[src/rtl/latch_irq_ctrl_pkg.sv]
// Shared register map and per-channel state encoding for the latch interrupt collector.
package latch_irq_ctrl_pkg;

    localparam logic [1:0] REG_IE = 2'd0;
    localparam logic [1:0] REG_IP = 2'd1;
    localparam logic [1:0] REG_IS = 2'd2;

    typedef enum logic [1:0] {
        ST_IDLE    = 2'd0,
        ST_PENDING = 2'd1,
        ST_CLEAR   = 2'd2
    } ch_state_e;

    function automatic logic reg_hit(input logic we, input logic [1:0] addr,
                                     input logic [1:0] sel);
        return we && (addr == sel);
    endfunction

endpackage

[src/rtl/latch_irq_channel.sv]
// One latch channel: tracks pending status and drives the latch clear until the
// synchronized latch output has actually fallen.
module latch_irq_channel
    import latch_irq_ctrl_pkg::*;
(
    input  logic clk,
    input  logic rst,
    input  logic latch_sync,
    input  logic latch_edge,
    input  logic w1c,
    output logic pending,
    output logic latch_clear
);

    ch_state_e state_q, state_d;

    always_ff @(posedge clk) begin
        if (rst) state_q <= ST_CLEAR;
        else     state_q <= state_d;
    end

    // Edges seen while clearing are spurious: the latch cannot set with clear asserted.
    always_comb begin
        state_d = state_q;
        case (state_q)
            ST_IDLE:    if (latch_edge) state_d = ST_PENDING;
            ST_PENDING: if (w1c)        state_d = ST_CLEAR;
            ST_CLEAR:   if (!latch_sync) state_d = ST_IDLE;
            default:    state_d = ST_CLEAR;
        endcase
    end

    always_comb begin
        pending     = (state_q == ST_PENDING);
        latch_clear = (state_q == ST_CLEAR);
    end

endmodule

[src/rtl/latch_irq_ctrl.sv]
// Interrupt collector for a bank of event latches: IE/IP/IS registers, per-channel
// clear handshake and a registered level interrupt.
module latch_irq_ctrl
    import latch_irq_ctrl_pkg::*;
#(
    parameter int N  = 8,
    parameter int DW = 8
) (
    input  logic          clk,
    input  logic          rst,
    input  logic [N-1:0]  latch_sync,
    input  logic [N-1:0]  latch_edge,
    output logic [N-1:0]  latch_enable,
    output logic [N-1:0]  latch_clear,
    input  logic [1:0]    reg_addr,
    input  logic          reg_we,
    input  logic [DW-1:0] reg_wdata,
    output logic [DW-1:0] reg_rdata,
    output logic          irq
);

    logic [N-1:0] ie_q, ie_d;
    logic [N-1:0] pend;
    logic [N-1:0] w1c;
    logic         irq_q, irq_d;

    assign w1c = {N{reg_hit(reg_we, reg_addr, REG_IP)}} & reg_wdata[N-1:0];

    for (genvar i = 0; i < N; i++) begin : g_ch
        latch_irq_channel u_ch (
            .clk        (clk),
            .rst        (rst),
            .latch_sync (latch_sync[i]),
            .latch_edge (latch_edge[i]),
            .w1c        (w1c[i]),
            .pending    (pend[i]),
            .latch_clear(latch_clear[i])
        );
    end

    always_comb begin
        ie_d = ie_q;
        if (reg_hit(reg_we, reg_addr, REG_IE)) ie_d = reg_wdata[N-1:0];
        irq_d = |(pend & ie_q);
    end

    always_ff @(posedge clk) begin
        if (rst) begin
            ie_q  <= '0;
            irq_q <= 1'b0;
        end else begin
            ie_q  <= ie_d;
            irq_q <= irq_d;
        end
    end

    // Bits above N read as zero.
    always_comb begin
        reg_rdata = '0;
        case (reg_addr)
            REG_IE:  reg_rdata[N-1:0] = ie_q;
            REG_IP:  reg_rdata[N-1:0] = pend;
            REG_IS:  reg_rdata[N-1:0] = pend & ie_q;
            default: reg_rdata = '0;
        endcase
    end

    assign latch_enable = ie_q;
    assign irq          = irq_q;

endmodule
[config.mk]
export PLATFORM = sky130hd
export DESIGN_NAME = latch_irq_ctrl
export DESIGN_NICKNAME = d
export VERILOG_FILES = /design/src/rtl/latch_irq_ctrl_pkg.sv /design/src/rtl/latch_irq_channel.sv /design/src/rtl/latch_irq_ctrl.sv
export SDC_FILE = /design/constraint.sdc
export NUM_CORES = 1
export LEC_CHECK = 0
export ABC_AREA = 1
export CAP_MARGIN = 20
export CORE_ASPECT_RATIO = 0.6
export CORE_MARGIN = 1
export CORE_UTILIZATION = 38
export CTS_CLUSTER_SIZE = 8
export DETAILED_ROUTE_END_ITERATION = 10
export GPL_TIMING_DRIVEN = 0
export PLACE_DENSITY = 0.87
export SLEW_MARGIN = 5
export SYNTH_ARGS = -nofsm -noshare
export SYNTH_HDL_FRONTEND = slang
export SYNTH_HIERARCHICAL = 1
export SYNTH_SLANG_ARGS = --single-unit
[constraint.sdc]
create_clock -name clk -period 0.8 [get_ports clk]
set_input_delay 0.16 -clock clk [delete_from_list [all_inputs] [get_ports clk]]
set_output_delay 0.16 -clock clk [all_outputs]
set_load 0.005 [all_outputs]
Yosys cells after proc, flatten, opt, wreduce, memory -nomap -nowiden. Cells that the tools add are included.

Reduce and logical (&&, ||, !) cells: 20. Bitwise logic cells: 2. Equality and inequality tests: 42. Muxes and demuxes: 33.

Operators by type and width (count): $mux 2 (24); $ne 2x2->1 const B (24); $pmux 2 s3 (8); $pmux 8 s3 (1); $reduce_and 3->1 (8); $eq 2x1->1 const B (9); $eq 2x2->1 const B (9); $logic_not 2->1 (9); $and 8x8->8 (2); $reduce_or 8->1 (1); $logic_and 1x1->1 (2).

Output and inout bits: 25. Logic and storage cells: 107. Input port bits: 29. Register bits after elaboration: 25.

Longest topological paths before layout. Gate-level depths: netlist of run 1.

Depth after elaboration: 5. Gate-level depth with buffers: 6.

Hierarchy. The synthesis of run 1 kept the hierarchy.

By module, submodules not included: latch_irq_channel (area each 88.8 µm², cells each 13, instances 8); latch_irq_ctrl (area each 579.3 µm², cells each 104, instances 1).

Least setup slack after synthesis of run 1. No wires, ideal clock.

Path kind: reg-to-reg. From: reg g_ch[2].u_ch.state_q[0]. To: reg irq_q (netlist: irq). Arrival time: 0.750 ns. Cell stages (with the launch flop): 7. Setup time: 0.070 ns. Setup slack: -0.020 ns. Required time: 0.730 ns. Path through: dfxtp_1 inv_1 nor2_1 nand2_1 nand2_1 nor2_1 a21oi_1.

Cells in the longest elaborated chain, start to end: 3.

Ends and longest elaborated chain: start: declaration (RTL line latch_irq_channel.sv:15) `ch_state_e state_q, state_d;`; start signal: assignment (RTL line latch_irq_channel.sv:19) `else state_q <= state_d;`; $eq 2x1->1 (RTL line latch_irq_channel.sv:34) `pending = (state_q == ST_PENDING);`; net pend[2] (RTL line latch_irq_ctrl.sv:23) `logic [N-1:0] pend;`; $and 8x8->8 (RTL line latch_irq_ctrl.sv:44) `irq_d = |(pend & ie_q);`; $reduce_or 8->1 (RTL line latch_irq_ctrl.sv:44); end signal: assignment (RTL line latch_irq_ctrl.sv:53) `irq_q <= irq_d;`; end: declaration (RTL line latch_irq_ctrl.sv:25) `logic irq_q, irq_d;`.

The timed path passes the listed nets, and every way through them passes these cells. A chain may end at the register's enable or synchronous reset.

Worst setup path in the final report of run 1.
From: reg g_ch[0].u_ch.state_q[0]. To: out reg_rdata[0].

Cells in the longest elaborated chain, start to end: 3.

Ends and longest elaborated chain: start: declaration (RTL line latch_irq_channel.sv:15); start signal: assignment (RTL line latch_irq_channel.sv:19); $eq 2x1->1 * (RTL line latch_irq_channel.sv:34); net pend[0] (RTL line latch_irq_ctrl.sv:23); $and 8x8->8 (RTL line latch_irq_ctrl.sv:63) `REG_IS: reg_rdata[N-1:0] = pend & ie_q;`; $pmux 8 s3 * (RTL line latch_irq_ctrl.sv:60) `case (reg_addr)`; end: declaration (RTL line latch_irq_ctrl.sv:18) `output logic [DW-1:0] reg_rdata,`.

Mark *: on every way through the listed nets, which the timed path passes. The rest lies on a longest branch.

==> results of run 1 <==
==> sequential cells by signal (all words and copies together), names as in the netlist <==
name and count:
g_ch.u_ch/state_q 16, irq 1, latch_enable 8
==> power groups by stage <==
stage / clock (W) / combinational, W / sequential (W)
2_1_floorplan: 0 / 0.000269 / 0.00144
3_3_place_gp: 0 / 0.000633 / 0.00146
3_5_place_dp: 0 / 0.000647 / 0.00146
4_1_cts: 0.000758 / 0.000877 / 0.00143
5_1_grt: 0.000820 / 0.00116 / 0.00146
6_report: 0.000770 / 0.00109 / 0.00145
==> metrics by stage <==
stage / total power, W / instance area, µm² / instances / setup slack (ns)
2_1_floorplan: 0.00171 / 1300 / 208 / 0.0107
3_3_place_gp: 0.00209 / 1880 / 303 / -1.07
3_5_place_dp: 0.00211 / 1880 / 303 / -1.11
4_1_cts: 0.00307 / 2290 / 341 / -0.366
5_1_grt: 0.00344 / 2590 / 346 / -0.448
6_report: 0.00330 / 2590 / 346 / -0.413
==> per-layer routing <==
metal / share of wire [%] / global-route usage (%) / vias to the layer above
li1: - / - / 827
met1: 37 / 28.1 / 795
met2: 50 / 42.5 / 98
met3: 9.5 / 6.21 / 20
met4: 3.4 / 2.64 / 0
met5: 0 / 0 / -
==> repair_timing <==
item	in CTS	in global routing
pin swaps	57	48
gates resized for setup	215	84
gates cloned	1	0
setup endpoints to repair	50	50
buffers inserted	37	10
==> final cells by class <==
class	count	area (µm²)	area share (%)
clock buffer	4	45.0	1.74
multi-input combinational	140	938	36.2
tap	42	52.6	2.03
sequential	25	553	21.3
timing repair buffer	91	818	31.5
inverter	44	188	7.23
==> Yosys cell counts <==
cell	instances	area [µm²]
inv_1	43	161
nand3_1	1	5.00
dfxtp_1	25	500
nand2_4	1	11.3
a21oi_1	17	85.1
o21ai_0	16	80.1
nor2_4	1	11.3
clkinv_4	1	8.76
o21ai_2	8	70.1
nor2_1	50	188
nand2_1	45	169
==> worst min-delay path, delay by kind of cell <==
family | cells | cell delay (ns)
simple gates | 1 | 0.07
compound gates | 1 | 0.08
buf+inv | 1 | 0.11
==> cells by family after synthesis <==
family | synth area share (%)
AND/OR/NAND/NOR | 29.8
flip-flops | 38.8
buffers and inverters | 13.2
AO/OA/AOI/OAI | 18.2
==> worst max path at each step <==
stage                     depth (start not counted)                 endpoint                    start  slack [ns]
after CTS                                         5             reg_rdata[4]  g_ch[4].u_ch/state_q[0]       -0.37
after floorplan                                   6  g_ch[0].u_ch/state_q[0]              reg_addr[1]        0.01
final                                             5             reg_rdata[0]  g_ch[0].u_ch/state_q[0]       -0.41
after global placement                            6             reg_rdata[5]              reg_addr[0]       -1.07
after global routing                              5             reg_rdata[0]  g_ch[0].u_ch/state_q[0]       -0.45
after detailed placement                          6             reg_rdata[0]              reg_addr[0]       -1.11
==> layout by cell type, fill, tap and decap left out, types with 5 or more instances in the layout <==
cell	count
clkdlybuf4s50_1	20
a21oi_1	7
nand2_2	6
dfxtp_2	15
o21ai_4	6
a21oi_2	10
dfxtp_4	9
buf_4	15
buf_2	20
inv_1	25
buf_6	31
inv_2	14
nand2_1	36
nor2_2	5
nor2_4	20
nor2_1	27
o21ai_2	7
o21ai_1	8
==> impl_metrics.yaml, run 1 <==
die:
  core_area_mm2: 0.00304
  die_extent_in_y_um: 47.1
  rows: 15
  dieWidth_um: 77.2
  floorplan.die_area_mm2: 0.00364
  start_util_pct: 42.4
  boundaryPins: 54
drt:
  drt_first_iter_violations: 143
  total_number_of_vias: 1740
  detail_route.drc_violations: 0
  detail-route-antenna-nets: 0
  post_drt_wl_per_cell_um: 15.0
  routed_via_density: 5.03
  postRouteWirelength_mm: 5.19
  detail_route.first_pass.iterations: 4
hold_path:
  min_delay_worst_endpoint: "latch_enable[6]"
  min-delay-start: "reg_wdata[6]"
  worst_hold_path_type: "in2reg"
  whs_path_depth: 3
logic_synthesis:
  yosys_warnings: 6
  yosys.cell_types.count: 11
  postSynthCellCount: 208
  mappedNetlistNets: 237
  synth_sequential_area_ratio_pct: 38.8
  ys_seq_elements: 25
  postSynthAreaPerCell_um2: 6.20
  mappedNetlistArea_mm2: 0.00129
status:
  status: "finished with violations"
  failed_checks: "setup timing"
timing:
  report.final.setup_viol: 41
  rsz_0062_raised_after_global_routing: "yes"
  final_worst_path_cycle_share_pct: 152
  fin_hold_ws_ns: 0.180
  worst-slew-pin-transition_ns: 0.468
  drv_slew: 0
  finalHoldViolations: 0
  totalNegativeSetupSlack_ns: -7.05
  fin_skew_ns: 0.00777
  max-slew-margin-rel_pct: 68.8
  fmax_mhz: 825
  period_needed_ns: 1.21
  finalWorstSetupSlack_ns: -0.413
global_route:
  grt_remaining_overflow: 0
  grt_pass1_wl_mm: 6.25
  antenna_found_initial: 0
  first_global_vias: 1381
  pin_count_of_the_biggest_net_entering_global_routing: 19
  grtUsageTotal_pct: 22.8
finish:
  area_growth_pct: 101
  insertedDiodeCount: 0
  final_core_util_pct: 85.3
  layout_cells_sized_above_1_pct: 56.6
  num-nets-final: 334
  nFillCells: 178
power:
  p_int_w: 0.00226
  vdd.ir_drop.worst_mv: 1.20
  power_frac_comb_pct: 32.9
  power.switching_fraction_pct: 31.6
  switching_power_w: 0.00105
  powerDensity_mw_per_mm2: 1270
  clock_power_share_pct: 23.3
  share_seq_of_total_power_pct: 43.8
  power.static_leakage_nw: 1.28
critical_path:
  critical-path-slowest-cell: "dfxtp_2"
  critPathBufInv: 3
  critical_path.endpoint_type: "output port"
  worstRegToRegCells: 6
  worst-endpoint-required_ns: 0.64
  list_of_cells_traversed_by_the_critical_path: "inv_2 -> nor2_4 -> o21ai_1 -> inv_1 -> buf_2"
  worstReg2RegStart: "g_ch[7].u_ch/state_q[1]"
  critical_path.max_stage_delay_ns: 0.35
  critical_path_arrival_ns: 1.05
  worst-r2r-setup-slack_ns: -0.19
  startpoint_type_of_the_worst_setup_path: "flop"
  worst_path_dominant_cell_family: "flip-flops"
  top_fanout_value_on_the_critical_path: 2
  worstSetupPathType: "reg2out"
  reg2reg_to: "irq"
cts:
  clock_tree.htree_level_count: 1
  worstSkewPairLatency_ns: 0.27
  cts.sink_count: 25
  ctsRootBufferMaster: "clkbuf_8"
  clkSlewWorstSetupHoldPaths_ns: 0.09
  numCtsBuffers: 3
  cts_tree: "yes"
  postCtsHoldBufs: 0
  ctsLongestPathBuffers: 2
placement:
  gp_congestion: 0.788
  place.detailed.hpwl_mm: 2.41
  buffer_ports.inserted: 53
flow_run:
  maxCapViolCount: 0
Note: power is estimated with default switching activity, not from simulation.
==> inputs of run 2 (changes only) <==
--- a/config.mk
+++ b/config.mk
@@ -19,3 +19,4 @@
 export SYNTH_HDL_FRONTEND = slang
 export SYNTH_HIERARCHICAL = 1
 export SYNTH_SLANG_ARGS = --single-unit
+export TNS_END_PERCENT = 50
==> impl_metrics.yaml, run 2 (synthesis gave the netlist of run 1 again) <==
critical_path:
  path_common_cell: "nand2_1"
  reg2reg_to: "irq"
  critical_path_arrival_ns: 1.02
  worst_path_dominant_cell_family: "flip-flops"
  worst-endpoint-required_ns: 0.64
  worst-r2r-setup-slack_ns: -0.20
  critical_path.endpoint_type: "output port"
  critPathBufInv: 2
  worstReg2RegStart: "g_ch[4].u_ch/state_q[0]"
  startpoint_type_of_the_worst_setup_path: "flop"
  top_fanout_value_on_the_critical_path: 4
  worstSetupPathType: "reg2out"
  critical-path-slowest-cell: "dfxtp_4"
  worstRegToRegCells: 7
  list_of_cells_traversed_by_the_critical_path: "nand2_1 -> nand2_1 -> o21ai_2 -> inv_1 -> buf_2"
  critical_path.max_stage_delay_ns: 0.37
placement:
  gp_congestion: 0.759
  place.detailed.hpwl_mm: 2.48
  placed_cells: 303
  buffer_ports.inserted: 53
timing:
  drv_slew: 0
  fin_hold_ws_ns: 0.339
  report.final.setup_viol: 42
  worst-slew-pin-transition_ns: 0.391
  finalWorstSetupSlack_ns: -0.383
  period_needed_ns: 1.18
  rsz_0062_raised_after_global_routing: "yes"
  fmax_mhz: 845
  max-slew-margin-rel_pct: 74.0
  finalHoldViolations: 0
  final_worst_path_cycle_share_pct: 148
  fin_skew_ns: 0.00379
die:
  dieWidth_um: 77.2
  boundaryPins: 54
  core_area_mm2: 0.00304
  die_extent_in_y_um: 47.1
  rows: 15
  floorplan.die_area_mm2: 0.00364
  start_util_pct: 42.4
global_route:
  grtUsageTotal_pct: 25.3
  antenna_found_initial: 0
  pin_count_of_the_biggest_net_entering_global_routing: 19
  grt_pass1_wl_mm: 6.87
  grt_remaining_overflow: 0
  first_global_vias: 1507
power:
  vdd.ir_drop.worst_mv: 1.10
  powerDensity_mw_per_mm2: 1330
  power.static_leakage_nw: 1.21
flow_run:
  maxCapViolCount: 0
drt:
  detail-route-antenna-nets: 0
  drt_first_iter_violations: 88
  postRouteWirelength_mm: 4.88
  total_number_of_vias: 1716
  detail_route.drc_violations: 0
  routed_via_density: 4.97
  post_drt_wl_per_cell_um: 14.2
  detail_route.first_pass.iterations: 4
finish:
  area_growth_pct: 85.5
  largest-register: "g_ch.u_ch/state_q"
  num-nets-final: 333
  largest_reg_flops: 16
  final_core_util_pct: 78.7
  final_common_cell: "nand2_1"
  layout_cells_sized_above_1_pct: 54.1
  insertedDiodeCount: 0
  layout.cells.non_filler: 345
  mostFrequentLayoutCells: "34 x nand2_1, 31 x nor2_1, 27 x inv_1, 25 x buf_4, 24 x clkdlybuf4s50_1"
cts:
  postCtsHoldBufs: 0
  clkSlewWorstSetupHoldPaths_ns: 0.09
  ctsLongestPathBuffers: 2
  cts_tree: "yes"
  numCtsBuffers: 3
  worstSkewPairLatency_ns: 0.27
  ctsRootBufferMaster: "clkbuf_8"
  clock_tree.htree_level_count: 1
  cts.sink_count: 25
hold_path:
  whs_path_depth: 2
  min-delay-start: "rst"
  min_delay_worst_endpoint: "irq"
  worst_hold_path_type: "in2reg"
status:
  failed_checks: "setup timing"
  status: "finished with violations"
## run 2: through the flow
stage          instance area, µm²  power, W  setup TNS, ns  setup slack [ns]
2_1_floorplan                1300   0.00171       -0.00539          -0.00180
3_3_place_gp                 1880   0.00208         -32.07             -1.05
3_5_place_dp                 1880   0.00210         -33.00             -1.09
4_1_cts                      2230   0.00303          -6.33            -0.340
5_1_grt                      2390   0.00334          -9.09            -0.434
6_report                     2390   0.00318          -7.18            -0.383
## run 2: worst max-delay path by stage
| stage | from | end | slack [ns] | cells after the start |
|---|---|---|---|---|
| after floorplan | g_ch[5].u_ch/state_q[0] | reg_rdata[5] | -0.002 | 4 |
| after global placement | reg_addr[0] | reg_rdata[0] | -1.05 | 6 |
| after detailed placement | reg_addr[0] | reg_rdata[0] | -1.09 | 6 |
| after CTS | g_ch[1].u_ch/state_q[0] | reg_rdata[1] | -0.34 | 5 |
| after global routing | latch_enable[0] | reg_rdata[0] | -0.43 | 5 |
| final | latch_enable[6] | reg_rdata[6] | -0.38 | 5 |
## run 2: final cells by class
cell class,instances,area [µm²]
multi-input cells,141,820
repair buffers,89,747
fillers,216,648
flip-flops and latches,25,554
inverters,44,173
well taps,42,52.6
clock buffers,3,41.3
clock inverters,1,5.00
## run 2: worst reg2reg max path, delay by kind of cell (launching register included)
family / cells / cell delay, ns
AOI/OAI and AO/OA: 1 / 0.08
buffers and inverters: 2 / 0.18
and+or+nand+nor: 4 / 0.29
DFF: 1 / 0.34
## run 2: where the power goes
| part | internal (W) | switching (W) |
|---|---|---|
| clock | 0.000349 | 0.000424 |
| sequential | 0.00134 | 0.000101 |
| combinational | 0.000508 | 0.000459 |
| total | 0.00220 | 0.000984 |
## run 2: timing repair
| item | in CTS | in global routing |
|---|---|---|
| setup buffers | 36 | 9 |
| endpoints found under the setup margin | 50 | 47 |
| hold endpoints to repair | 0 | 0 |
| gates resized for setup | 197 | 53 |
| cloned | 2 | 0 |
| pin swaps | 31 | 27 |
## run 2: layer usage
| layer | share of wire [%] | wire [µm] | GRT usage (%) |
|---|---|---|---|
| met1 | 39 | 1910 | 30.5 |
| met2 | 50 | 2420 | 47.1 |
| met3 | 8.9 | 436 | 6.60 |
| met4 | 2.4 | 116 | 6.04 |
| met5 | 0 | 0 | 0 |
